===== src/rtl/cpu_controller.sv =====
// cpu_controller: multi-cycle control FSM for a CR16-style CPU.
// Steps the datapath through fetch, decode, execute, memory and writeback.
// Only one instruction is in flight at a time.
//
//   state  | meaning
//   -------+---------------------------------------------------------
//   FETCH  | PC addresses the RAM; the read data arrives next cycle
//   DECODE | RAM data is valid; load the instruction register
//   EXEC   | ALU, LUI and NOP complete; PC += 1
//   MEM_RD | Rsrc addresses the RAM for a LOAD
//   MEM_WR | single-cycle store to [Rsrc]; PC += 1
//   BRANCH | Bcond / Jcond / JAL resolve; PC is redirected or advanced
//   WB     | LOAD data is written to Rdest; PC += 1
//
// Every output is registered. The values for a state are computed on the
// clock edge that enters that state, so each output is stable for the whole
// state. Reset forces FETCH and clears every output at once. This abandons
// any register or memory write that was in progress.
module cpu_controller #(
  parameter int PSR_W    = 5,
  parameter int ALU_OP_W = 4
) (
  input  logic                clk,
  input  logic                reset_n,
  input  logic [3:0]          OpCode,
  input  logic [3:0]          Rdest,
  input  logic [3:0]          ImmHi_OpExt,
  input  logic [PSR_W-1:0]    psr,
  output logic                instr_en,
  output logic                pc_en,
  output logic [1:0]          pc_sel,
  output logic                mem_addr_sel,
  output logic                mem_wr_en,
  output logic                alu_b_sel,
  output logic                imm_sext,
  output logic [ALU_OP_W-1:0] alu_op,
  output logic                psr_en,
  output logic                reg_wr_en,
  output logic [1:0]          reg_wr_sel,
  output logic [2:0]          state_dbg
);

  typedef enum logic [2:0] {
    S_FETCH  = 3'd0,
    S_DECODE = 3'd1,
    S_EXEC   = 3'd2,
    S_MEM_RD = 3'd3,
    S_MEM_WR = 3'd4,
    S_BRANCH = 3'd5,
    S_WB     = 3'd6
  } state_t;

  // JAL asks the ALU to pass PC+1 through, using the MOV function code.
  localparam logic [3:0] FN_MOV = 4'hD;
  localparam logic [3:0] FN_CMP = 4'hB;

  state_t                r_state;
  logic                  r_instr_en;
  logic                  r_pc_en;
  logic [1:0]            r_pc_sel;
  logic                  r_mem_addr_sel;
  logic                  r_mem_wr_en;
  logic                  r_alu_b_sel;
  logic                  r_imm_sext;
  logic [ALU_OP_W-1:0]   r_alu_op;
  logic                  r_psr_en;
  logic                  r_reg_wr_en;
  logic [1:0]            r_reg_wr_sel;

  state_t                w_state_nxt;
  logic                  w_rtype;
  logic [3:0]            w_fn;
  logic                  w_alu_valid;
  logic                  w_flag_fam;
  logic                  w_is_cmp;
  logic                  w_sext;
  logic                  w_is_lui;
  logic                  w_is_load;
  logic                  w_is_stor;
  logic                  w_is_bcond;
  logic                  w_is_jcond;
  logic                  w_is_jal;
  logic                  w_cond_true;

  // These are the ALU function codes that the datapath implements. Any other code becomes a NOP.
  function automatic logic fn_defined(input logic [3:0] f);
    case (f)
      4'h1, 4'h2, 4'h3, 4'h5, 4'h6, 4'h7, 4'h9, 4'hA, 4'hB, 4'hD: return 1'b1;
      default: return 1'b0;
    endcase
  endfunction

  // The ADD, SUB and CMP families are the only functions that update the flags.
  function automatic logic fn_sets_flags(input logic [3:0] f);
    case (f)
      4'h5, 4'h6, 4'h7, 4'h9, 4'hA, 4'hB: return 1'b1;
      default: return 1'b0;
    endcase
  endfunction

  assign w_rtype    = (OpCode == 4'b0000);
  assign w_fn       = w_rtype ? ImmHi_OpExt : OpCode;
  assign w_flag_fam = fn_sets_flags(w_fn);
  assign w_is_cmp   = (w_fn == FN_CMP);
  // Logical immediates are zero-extended. Arithmetic, compare and move immediates are sign-extended.
  assign w_sext     = !w_rtype && w_alu_valid &&
                      (w_fn != 4'h1) && (w_fn != 4'h2) && (w_fn != 4'h3);

  // Classify the instruction from its opcode and extension fields.
  always_comb begin
    w_alu_valid = 1'b0;
    w_is_lui    = 1'b0;
    w_is_load   = 1'b0;
    w_is_stor   = 1'b0;
    w_is_bcond  = 1'b0;
    w_is_jcond  = 1'b0;
    w_is_jal    = 1'b0;
    case (OpCode)
      4'b0000: w_alu_valid = fn_defined(ImmHi_OpExt);
      4'b0100: begin
        case (ImmHi_OpExt)
          4'b0000: w_is_load  = 1'b1;
          4'b0100: w_is_stor  = 1'b1;
          4'b1000: w_is_jal   = 1'b1;
          4'b1100: w_is_jcond = 1'b1;
          default: ;
        endcase
      end
      4'b1100: w_is_bcond = 1'b1;
      4'b1111: w_is_lui   = 1'b1;
      default: w_alu_valid = fn_defined(OpCode);
    endcase
  end

  // Evaluate the branch condition held in Rdest against the flags {N,Z,F,L,C}.
  always_comb begin
    w_cond_true = 1'b0;
    case (Rdest)
      4'h0: w_cond_true =  psr[3];
      4'h1: w_cond_true = !psr[3];
      4'h2: w_cond_true =  psr[0];
      4'h3: w_cond_true = !psr[0];
      4'h4: w_cond_true =  psr[1];
      4'h5: w_cond_true = !psr[1];
      4'h6: w_cond_true =  psr[4];
      4'h7: w_cond_true = !psr[4];
      4'h8: w_cond_true =  psr[2];
      4'h9: w_cond_true = !psr[2];
      4'hA: w_cond_true = !psr[1] && !psr[3];
      4'hB: w_cond_true =  psr[1] ||  psr[3];
      4'hC: w_cond_true = !psr[4] && !psr[3];
      4'hD: w_cond_true =  psr[4] ||  psr[3];
      4'hE: w_cond_true = 1'b1;
      default: w_cond_true = 1'b0;
    endcase
  end

  // Choose the next state from the current state and the instruction class.
  always_comb begin
    w_state_nxt = S_FETCH;
    case (r_state)
      S_FETCH:  w_state_nxt = S_DECODE;
      S_DECODE: begin
        if (w_is_load)                          w_state_nxt = S_MEM_RD;
        else if (w_is_stor)                     w_state_nxt = S_MEM_WR;
        else if (w_is_bcond || w_is_jcond || w_is_jal) w_state_nxt = S_BRANCH;
        else                                    w_state_nxt = S_EXEC;
      end
      S_MEM_RD: w_state_nxt = S_WB;
      default:  w_state_nxt = S_FETCH;
    endcase
  end

  // Register the state and set the registered outputs for the state being entered.
  always_ff @(posedge clk or negedge reset_n) begin
    if (!reset_n) begin
      r_state        <= S_FETCH;
      r_instr_en     <= 1'b0;
      r_pc_en        <= 1'b0;
      r_pc_sel       <= 2'd0;
      r_mem_addr_sel <= 1'b0;
      r_mem_wr_en    <= 1'b0;
      r_alu_b_sel    <= 1'b0;
      r_imm_sext     <= 1'b0;
      r_alu_op       <= '0;
      r_psr_en       <= 1'b0;
      r_reg_wr_en    <= 1'b0;
      r_reg_wr_sel   <= 2'd0;
    end else begin
      r_state        <= w_state_nxt;
      r_instr_en     <= 1'b0;
      r_pc_en        <= 1'b0;
      r_pc_sel       <= 2'd0;
      r_mem_addr_sel <= 1'b0;
      r_mem_wr_en    <= 1'b0;
      r_alu_b_sel    <= 1'b0;
      r_imm_sext     <= 1'b0;
      r_alu_op       <= '0;
      r_psr_en       <= 1'b0;
      r_reg_wr_en    <= 1'b0;
      r_reg_wr_sel   <= 2'd0;
      case (w_state_nxt)
        S_DECODE: r_instr_en <= 1'b1;
        S_EXEC: begin
          r_pc_en <= 1'b1;
          if (w_is_lui) begin
            r_reg_wr_en  <= 1'b1;
            r_reg_wr_sel <= 2'd2;
            r_alu_b_sel  <= 1'b1;
            r_alu_op     <= ALU_OP_W'(OpCode);
          end else if (w_alu_valid) begin
            r_reg_wr_en <= !w_is_cmp;
            r_psr_en    <= w_flag_fam;
            r_alu_b_sel <= !w_rtype;
            r_imm_sext  <= w_sext;
            r_alu_op    <= ALU_OP_W'(w_fn);
          end
        end
        S_MEM_RD: r_mem_addr_sel <= 1'b1;
        S_WB: begin
          r_reg_wr_en  <= 1'b1;
          r_reg_wr_sel <= 2'd1;
          r_pc_en      <= 1'b1;
        end
        S_MEM_WR: begin
          r_mem_addr_sel <= 1'b1;
          r_mem_wr_en    <= 1'b1;
          r_pc_en        <= 1'b1;
        end
        S_BRANCH: begin
          r_pc_en <= 1'b1;
          if (w_is_jal) begin
            r_pc_sel    <= 2'd2;
            r_reg_wr_en <= 1'b1;
            r_alu_op    <= ALU_OP_W'(FN_MOV);
          end else if (w_cond_true) begin
            r_pc_sel <= w_is_bcond ? 2'd1 : 2'd2;
          end
        end
        default: ;
      endcase
    end
  end

  assign instr_en     = r_instr_en;
  assign pc_en        = r_pc_en;
  assign pc_sel       = r_pc_sel;
  assign mem_addr_sel = r_mem_addr_sel;
  assign mem_wr_en    = r_mem_wr_en;
  assign alu_b_sel    = r_alu_b_sel;
  assign imm_sext     = r_imm_sext;
  assign alu_op       = r_alu_op;
  assign psr_en       = r_psr_en;
  assign reg_wr_en    = r_reg_wr_en;
  assign reg_wr_sel   = r_reg_wr_sel;
  assign state_dbg    = r_state;

endmodule

===== config.mk =====
export PLATFORM = sky130hd
export DESIGN_NAME = cpu_controller
export DESIGN_NICKNAME = d
export VERILOG_FILES = /design/src/rtl/cpu_controller.sv
export SDC_FILE = /design/constraint.sdc
export NUM_CORES = 1
export LEC_CHECK = 0
export ABC_AREA = 1
export CORE_MARGIN = 3
export CORE_UTILIZATION = 47
export CTS_CLUSTER_DIAMETER = 60
export DETAILED_ROUTE_END_ITERATION = 8
export PLACE_DENSITY_LB_ADDON = 0.25
export SLEW_MARGIN = 20
export SYNTH_ARGS = -nofsm -noshare
export SYNTH_HDL_FRONTEND = slang
export SYNTH_SLANG_ARGS = --single-unit

===== constraint.sdc =====
create_clock -name clk -period 1.48 [get_ports clk]
set_input_delay 0.296 -clock clk [delete_from_list [all_inputs] [get_ports clk]]
set_output_delay 0.296 -clock clk [all_outputs]
set_load 0.05 [all_outputs]

==> run metrics <==
total gr overflow 0; row count 18; PwrDens 1330 nW/um^2; crit path to reg_wr_sel[1]$_DFF_PN0_; maximum fanout along the worst path 7; Detail Placement HPWL 2730 um; vias in the first global route 1285; Die W 59.6 um; RSZ-0062 raised after global routing no; Worst Hold Class input pin to asynchronous set/reset pin; Synth area leaders dfrtp_1 35%, nand2_1 13%, inv_1 6.9%; DR iter-0 viols 31; hold_buf cts 0; TNS Setup 0 ps; average wire per standard cell 11.1 um; most common cell after layout, fill and taps aside nand2_1; Starting Density 51.7%; share of cells above drive strength 1 35.0%; Worst setup EP type flip-flop; Crit path required time 1730 ps; power share of the combinational group 64.4%; clk slew on worst S/H paths 110 ps; final setup fails 0; fillcell total 172; reg-to-reg endpoint reg_wr_sel[1]$_DFF_PN0_; CP max stage delay 410 ps; Area Growth Syn to Fin 61.1%; Nets 277; die area 3550 sq um; Synth Warn # 0; first-pass GRT wire length 5330 um; postcts setup bufs 0; crit path DAT 1610 ps; Clock Latency Late Sink 300 ps; CTS Buf Count 3; die height 59.6 um; run status completed; Via density 4.93; Reg2Reg Depth 6; count of final max-slew check failures 0; Post-Syn Area 1350 sq um; sw frac 46.0%; CTS tree done; Inserted Diodes 0; drt first pass iters 4; DRT antenna net count 0; #FFs+latches synth 19; fin crit period 1370 ps; pre-CTS setup slack -402 ps; clock share of power 9.0%; share of the synthesized area in the top cell type 35.2%; leading area contributor after synthesis dfrtp_1; Peak supply drop 0.00145 V; core area 2610 sq um; fmax 0.731 GHz; DRC viols 0; Syn Inst Count 192; CP cell instances inv_1 -> nor3_2 -> nand4_1 -> nand2_4 -> nand3_4 -> nor2_4; initial antenna violation count 0; internal power 0.00156 W; part of the cycle the worst path needs 92.5%; largest net degree at the start of global routing 20; CTS Root Cell clkbuf_4; slew margin rel. 78.3%; final hold vios 0; I/O Buffers 37; Total GRT Usage 19.8%; crit path kind flip-flop to flip-flop; WL final 3180 um; synthesized area per cell 7.04 sq um; RR Startpoint state_dbg[0]$_DFF_PN0_; R2R Setup Slk 110 ps; leakage 1.16 nW; synth unique cells 21; Setup Skew 10.5 ps; Flop pwr share 26.6%; Syn Nets 211; Worst Setup Slack, final 112 ps; critical path startpoint category flip-flop; clk sinks 19; CP max-delay cell dfrtp_2; Finished Core Util 83.3%; CP startpoint state_dbg[0]$_DFF_PN0_; sequential fraction of the synthesis area 35.2%; depth of the CTS H-tree 1; total of max-cap violations 0; commonest cells after routing, fill and taps aside 47 x nand2_1, 24 x inv_1, 24 x buf_4; gpl congestion 0.871; Hold WS 331 ps; vias 1414; sw power 0.00133 W; worst slew pin tran 324 ps; I/O pins 38; Clock Path Buffers 2
==> cell type report <==
| cell class | instances | area [sq um] | area share [%] |
|---|---|---|---|
| inverters | 32 | 120 | 5.52 |
| flip-flops and latches | 19 | 478 | 22.0 |
| multi-input cells | 141 | 781 | 35.9 |
| well taps | 30 | 37.5 | 1.72 |
| clock inverters | 1 | 5.00 | 0.230 |
| repair buffers | 61 | 733 | 33.7 |
| clock buffers | 3 | 22.5 | 1.03 |
==> routing by layer <==
| metal | vias to the layer above | part of all wire (%) | GRT usage (%) |
|---|---|---|---|
| li1 | 737 | - | - |
| met1 | 626 | 42 | 24.8 |
| met2 | 47 | 51 | 34.5 |
| met3 | 4 | 5.6 | 0.871 |
| met4 | 0 | 2.0 | 9.49 |
| met5 | - | 0 | 0 |
==> per-stage QoR <==
stage          cell area [sq um]  instances  total power, W
2_1_floorplan               1350        192         0.00173
5_1_grt                     2180        287         0.00304
3_3_place_gp                2130        283         0.00259
3_5_place_dp                2130        283         0.00264
6_report                    2180        287         0.00290
4_1_cts                     2170        287         0.00291
==> how the worst min path moves through the flow <==
stage,startpoint,end,slack (ps),cells past startpoint
5_1_grt,reset_n,pc_en$_DFF_PN0_,340,2
3_3_place_gp,state_dbg[0]$_DFF_PN0_,instr_en$_DFF_PN0_,480,1
2_1_floorplan,reset_n,alu_b_sel$_DFF_PN0_,0.4,0
6_report,reset_n,state_dbg[1]$_DFF_PN0_,330,2
3_5_place_dp,state_dbg[0]$_DFF_PN0_,instr_en$_DFF_PN0_,490,1
4_1_cts,reset_n,state_dbg[1]$_DFF_PN0_,320,2
==> flip-flops by register name (all words and copies together) (netlist names), 2 cells and up <==
register and cells:
alu_op 4, pc_sel 2, reg_wr_sel 2, state_dbg 3
==> power by group through the flow <==
| stage | Combinational [W] | Sequential (W) | Clock (W) |
|---|---|---|---|
| finish | 0.00187 | 0.000771 | 0.000260 |
| CTS | 0.00187 | 0.000773 | 0.000269 |
| floorplan | 0.000555 | 0.00118 | 0 |
| detailed placement | 0.00185 | 0.000783 | 0 |
| global route | 0.00196 | 0.000784 | 0.000287 |
| global placement | 0.00181 | 0.000776 | 0 |
==> logic make-up (layout without fill, tap and decap cells) <==
logic type | Yosys count | count (layout) | share of synthesized area, %
flops | 19 | 19 | 35.2
buf+inv | 32 | 97 | 8.89
compound gates | 13 | 13 | 6.30
simple gates | 128 | 128 | 49.6
==> Yosys cell counts, drive strengths merged <==
library cell,n
a21oi,3
nor2,39
dfrtp,19
o2bb2ai,1
o21bai,2
nand4,7
nand2,56
nand3,21
inv,32
nor3,5
o21ai,7
==> worst max-delay path: cells and delay by family, from the launching register on <==
family	cells	cell delay [ps]
DFF	1	410
buffers and inverters	1	100
and+or+nand+nor	5	810
==> timing repair <==
| item | in CTS | in global routing |
|---|---|---|
| resized for setup | 13 | 3 |
| endpoints found under the hold margin | 0 | 0 |
| cloned | 0 | 0 |
| pin swaps | 5 | 0 |
| setup endpoints to repair | 12 | 2 |
Power figures use the tool's default switching activity.
==> variant 1 (same flow settings) <==
Register the output `psr_en` once more, without a reset; this adds one clock of latency there. The other outputs are not delayed to match.
--- a/src/rtl/cpu_controller.sv
+++ b/src/rtl/cpu_controller.sv
@@ -251,5 +251,7 @@
   assign imm_sext     = r_imm_sext;
   assign alu_op       = r_alu_op;
-  assign psr_en       = r_psr_en;
+  always_ff @(posedge clk) begin
+    psr_en <= r_psr_en;
+  end
   assign reg_wr_en    = r_reg_wr_en;
   assign reg_wr_sel   = r_reg_wr_sel;
Function: changed (a bounded check fails within 4 cycles, from zero or initial values and one cycle with reset_n low).
==> variant 1 against the original RTL <==
  * Area after synthesis is 1.5% higher
  * Sequential cell count increased by 1
  * Count of clock-buffer cells in the layout grew 1
  * Total power rose by 5.2%
  * Worst setup slack got worse by 79 ps
  * Sequential share of layout area rose by 0.34 points
  * Final area rose by 2.6%
  * Synthesized cell count increased by 0.52%
  * Fmax decreased by 5.5%
  * Wire length increased by 11%
  * Sequential power up 4.5%
  * First-iteration DRC count grew 23%
==> variant 1: results (changes against the original RTL) <==
| Metric | Value |
|---|---|
| Gpl congestion | 0.902 (+3.6%) |
| Leakage | 0.00120 µW (+3.3%) |
| VDD IR max | 0.00137 V (-5.6%) |
| Met1 WL | 1470 µm (+11%) |
| Global routing usage on met3 | 0.0281 (+0.0194) |
| Mapped Nets | 212 (+0.47%) |
| First-pass GRT wire length | 5460 µm (+2.3%) |
| WL/cell | 12.3 µm (+11%) |
| Post-synth cell types | 22 (+4.8%) |
| CP max FO | 5 (-2) |
| Tot GR Track Use | 0.201 (+0.00342) |
| Detailed Place HPWL | 2760 µm (+1.0%) |
| Outcome | finished, final reports clean |
| Vias in the first global route | 1347 (+4.8%) |
| Commonest cells in the netlist | 48 x nand2_1, 25 x inv_1, 24 x nor2_1 |
| Clock skew | 5.72 ps (-4.77 ps) |
| Worst r2r src | state_dbg[1] |
| Via count | 1473 (+4.2%) |
| FF-to-FF setup slack | 30 ps (-80 ps) |
| WL met3 | 187 µm (+5.1%) |
| Num CTS Buffers | 3 (unchanged) |
| Worst-Skew Late Latency | 320 ps (+20 ps) |
| Pre-CTS setup slack | -377 ps (+25.3 ps) |
| Port buffer count | 37 (unchanged) |
| DRT Pass-1 Iters | 5 (+1) |
| Post-synth ARST share | 0.950 (-0.0500) |
| Sequential fraction of the synthesis area | 0.361 (+0.00946) |
| Metal2 WL | 1760 µm (+9.3%) |
| Average footprint of a synthesized cell | 7.11 µm² (+0.96%) |
| Met2 Track Usage GR | 0.344 (-0.000638) |
| Synth area leaders | dfrtp_1 35%, nand2_1 13%, inv_1 6.8% |
| Worst Tran Pin Value | 445 ps (+121 ps) |
| CTS H-tree lvls | 1 (unchanged) |
| FMAX | 0.691 GHz (-5.5%) |
| Met1 Usage GRT | 0.237 (-0.0111) |
| Vias/cell | 5.13 (+4.2%) |
| DRT iter0 DRCs | 38 (+23%) |
| Clock Tree Buf Depth | 2 (unchanged) |
| Register-to-Register Path Depth | 5 (-1) |
| Worst Setup EP | pc_sel[1] |
-- variant 1: cell types whose count changed after synthesis --
cell / change
dfxtp_1: +1
-- variant 1: logic make-up after synthesis --
group / synth area share
and+or+nand+nor: 0.489
buffers and inverters: 0.0876
AOI/OAI and AO/OA: 0.0620
DFF: 0.361
-- variant 1: report_power, final --
part	internal [µW]	leakage, µW	switching [µW]
Sequential	684	0.000262	122
Clock	106	0.0000150	167
Combinational	835	0.000920	1130
Total	1630	0.00120	1420
-- variant 1: area by class of cell --
cell class / count / area (µm²)
Clock buffer: 4 / 26.3
Fill cell: 162 / 379
Inverter: 32 / 120
Multi-Input combinational cell: 141 / 798
Sequential cell: 20 / 498
Tap cell: 30 / 37.5
Timing Repair Buffer: 60 / 753
-- variant 1: how the worst min path moves through the flow --
stage,from,endpoint,slack [ps],cells after the start
after CTS,reset_n,pc_en,300,2
after global placement,r_psr_en,psr_en,330,0
final,reset_n,state_dbg[1],290,2
after detailed placement,r_psr_en,psr_en,360,0
after global routing,reset_n,state_dbg[1],310,2
after floorplan,reset_n,alu_b_sel,0.4,0
-- variant 1: through the flow --
stage,util,hold slack [ps]
after global routing,0.855,312
after global placement,0.826,325
final,0.855,288
after detailed placement,0.826,363
after floorplan,-,0.409
after CTS,0.840,301
-- variant 1: worst max-delay path: stages, from the launching register on --
cell and delay [ps]:
dfrtp_2 450, nor2_1 360, inv_1 140, a21oi_4 200
nand3_4 120, nand2_1 110
-- variant 1: what timing repair did --
action / in CTS / in global routing
endpoints found under the setup margin: 12 / 16
pin swaps: 2 / 6
resized for setup: 8 / 13
==> variant 2 (same flow settings) <==
Made on the original files. The parameter `ALU_OP_W` goes from 4 to 3.
--- a/src/rtl/cpu_controller.sv
+++ b/src/rtl/cpu_controller.sv
@@ -19,5 +19,5 @@
 module cpu_controller #(
   parameter int PSR_W    = 5,
-  parameter int ALU_OP_W = 4
+  parameter int ALU_OP_W = 3
 ) (
   input  logic                clk,
Ports: changed (resized alu_op); port bits go from 38 to 37. The function was not compared with the original's and may differ.
==> variant 2 against the original RTL <==
  * Total power fell by 0.81%
  * Sequential cell count is 1 lower
  * Worst setup slack worse by 38 ps
  * Final area down 2.2%
  * Area after synthesis down 2.7%
  * Wire length is 2.9% higher
  * Hold slack worse by 15 ps
  * Utilization decreased by 0.44 points
  * Critical path type is now register to output port
  * Critical endpoint is now state_dbg[1]
  * Largest cell class unchanged
  * Largest power group unchanged
==> variant 2: results (changes against the original RTL) <==
| Metric | Value |
|---|---|
| Outcome | finished, final reports clean |
| DRT Pass-1 Iters | 4 (unchanged) |
| Commonest cells in the netlist | 48 x nand2_1, 24 x inv_1, 21 x nor2_1 |
| Pre-CTS setup slack | -461 ps (-58.4 ps) |
| Synth area leaders | dfrtp_1 34%, nand2_1 14%, inv_1 6.9% |
| CP max FO | 5 (-2) |
| Met1 WL | 1290 µm (-2.9%) |
| Slew margin rel. | 0.812 (+0.0292) |
| Met1 Usage GRT | 0.220 (-0.0279) |
| Comb power | 1800 µW (-4%) |
| Vias in the first global route | 1367 (+6.4%) |
| Post-Synth Adder-Cell Area | 0 (unchanged) |
| Leakage | 0.00112 µW (-3.1%) |
| Total Wirelength | 3270 µm (+2.9%) |
| Average footprint of a synthesized cell | 7.19 µm² (+2.1%) |
| VDD IR max | 0.00174 V (+20%) |
| Post-synth ARST share | 1.00 (unchanged) |
| Clock skew | 9.70 ps (-0.796 ps) |
| Resized cells post-CTS | 12 (-1) |
| Synth Area in Compound Gates | 0.0438 (-0.0192) |
| Gpl congestion | 0.861 (-1.1%) |
| Post-route non-filler standard cell count | 278 (-3.1%) |
| Top layer in use | met4 |
| Tot GR Track Use | 0.207 (+0.00974) |
| Mapped Nets | 202 (-4.3%) |
| Metal2 WL | 1770 µm (+10%) |
| Global routing usage on met3 | 0.0263 (+0.0176) |
| DRT iter0 DRCs | 42 (+35%) |
| Clk root buf | clkbuf_4 |
| Sequential fraction of the synthesis area | 0.343 (-0.00932) |
| Slowest CP cell | dfrtp_2 |
| Met2 Track Usage GR | 0.396 (+0.0511) |
| Sw Ratio | 0.458 (-0.00255) |
| Power Clock | 301 µW (+16%) |
| Pin count of the biggest net entering global routing | 19 (-5.0%) |
| Detailed Place HPWL | 2750 µm (+0.78%) |
| Vias/cell | 4.97 (+0.97%) |
| Inst Count DP | 274 (-3.2%) |
| Layout cells sized above 1 | 0.367 (+0.0167) |
| Port buffer count | 36 (-2.7%) |
| First-pass GRT wire length | 5610 µm (+5.2%) |
| Worst min-delay path class | primary input to asynchronous set/reset pin |
| Arrival time worst endpoint | 1110 ps (-500 ps) |
| Crit path max-delay family | flip-flops |
| Combinational power share | 0.627 (-0.017) |
| Crit-path max cell delay | 490 ps (+80 ps) |
| Num CTS Buffers | 3 (unchanged) |
| WL met3 | 152 µm (-15%) |
| Dpl cell area | 2080 µm² (-2.3%) |
[variant 2: cell count changes in the layout (fill, tap and decap cells not counted), moves of 2 or more]
| cell | delta |
|---|---|
| nor2_4 | +3 |
| clkdlybuf4s50_1 | -3 |
| dlymetal6s2s_1 | +2 |
| nand3b_1 | +2 |
| nand2_4 | -2 |
| nand3_1 | -3 |
| nor2_1 | -3 |
[variant 2: cell type report]
cell class,instances,area (µm²)
clock buffers,4,36.3
repair buffers,61,724
well taps,30,37.5
fillers,183,439
flip-flops and latches,18,453
inverters,30,113
multi-input cells,135,764
[variant 2: final timing paths]
check | from | end | slack [ps] | cells past startpoint
min in group clk | state_dbg[0] | instr_en | 500 | 1
max reg2reg | state_dbg[0] | reg_wr_en | 150 | 8
max in group asynchronous | reset_n | state_dbg[1] | 970 | 2
min | reset_n | mem_addr_sel | 320 | 2
min reg2reg | state_dbg[0] | instr_en | 500 | 1
max | state_dbg[1] | state_dbg[1] | 70 | 2
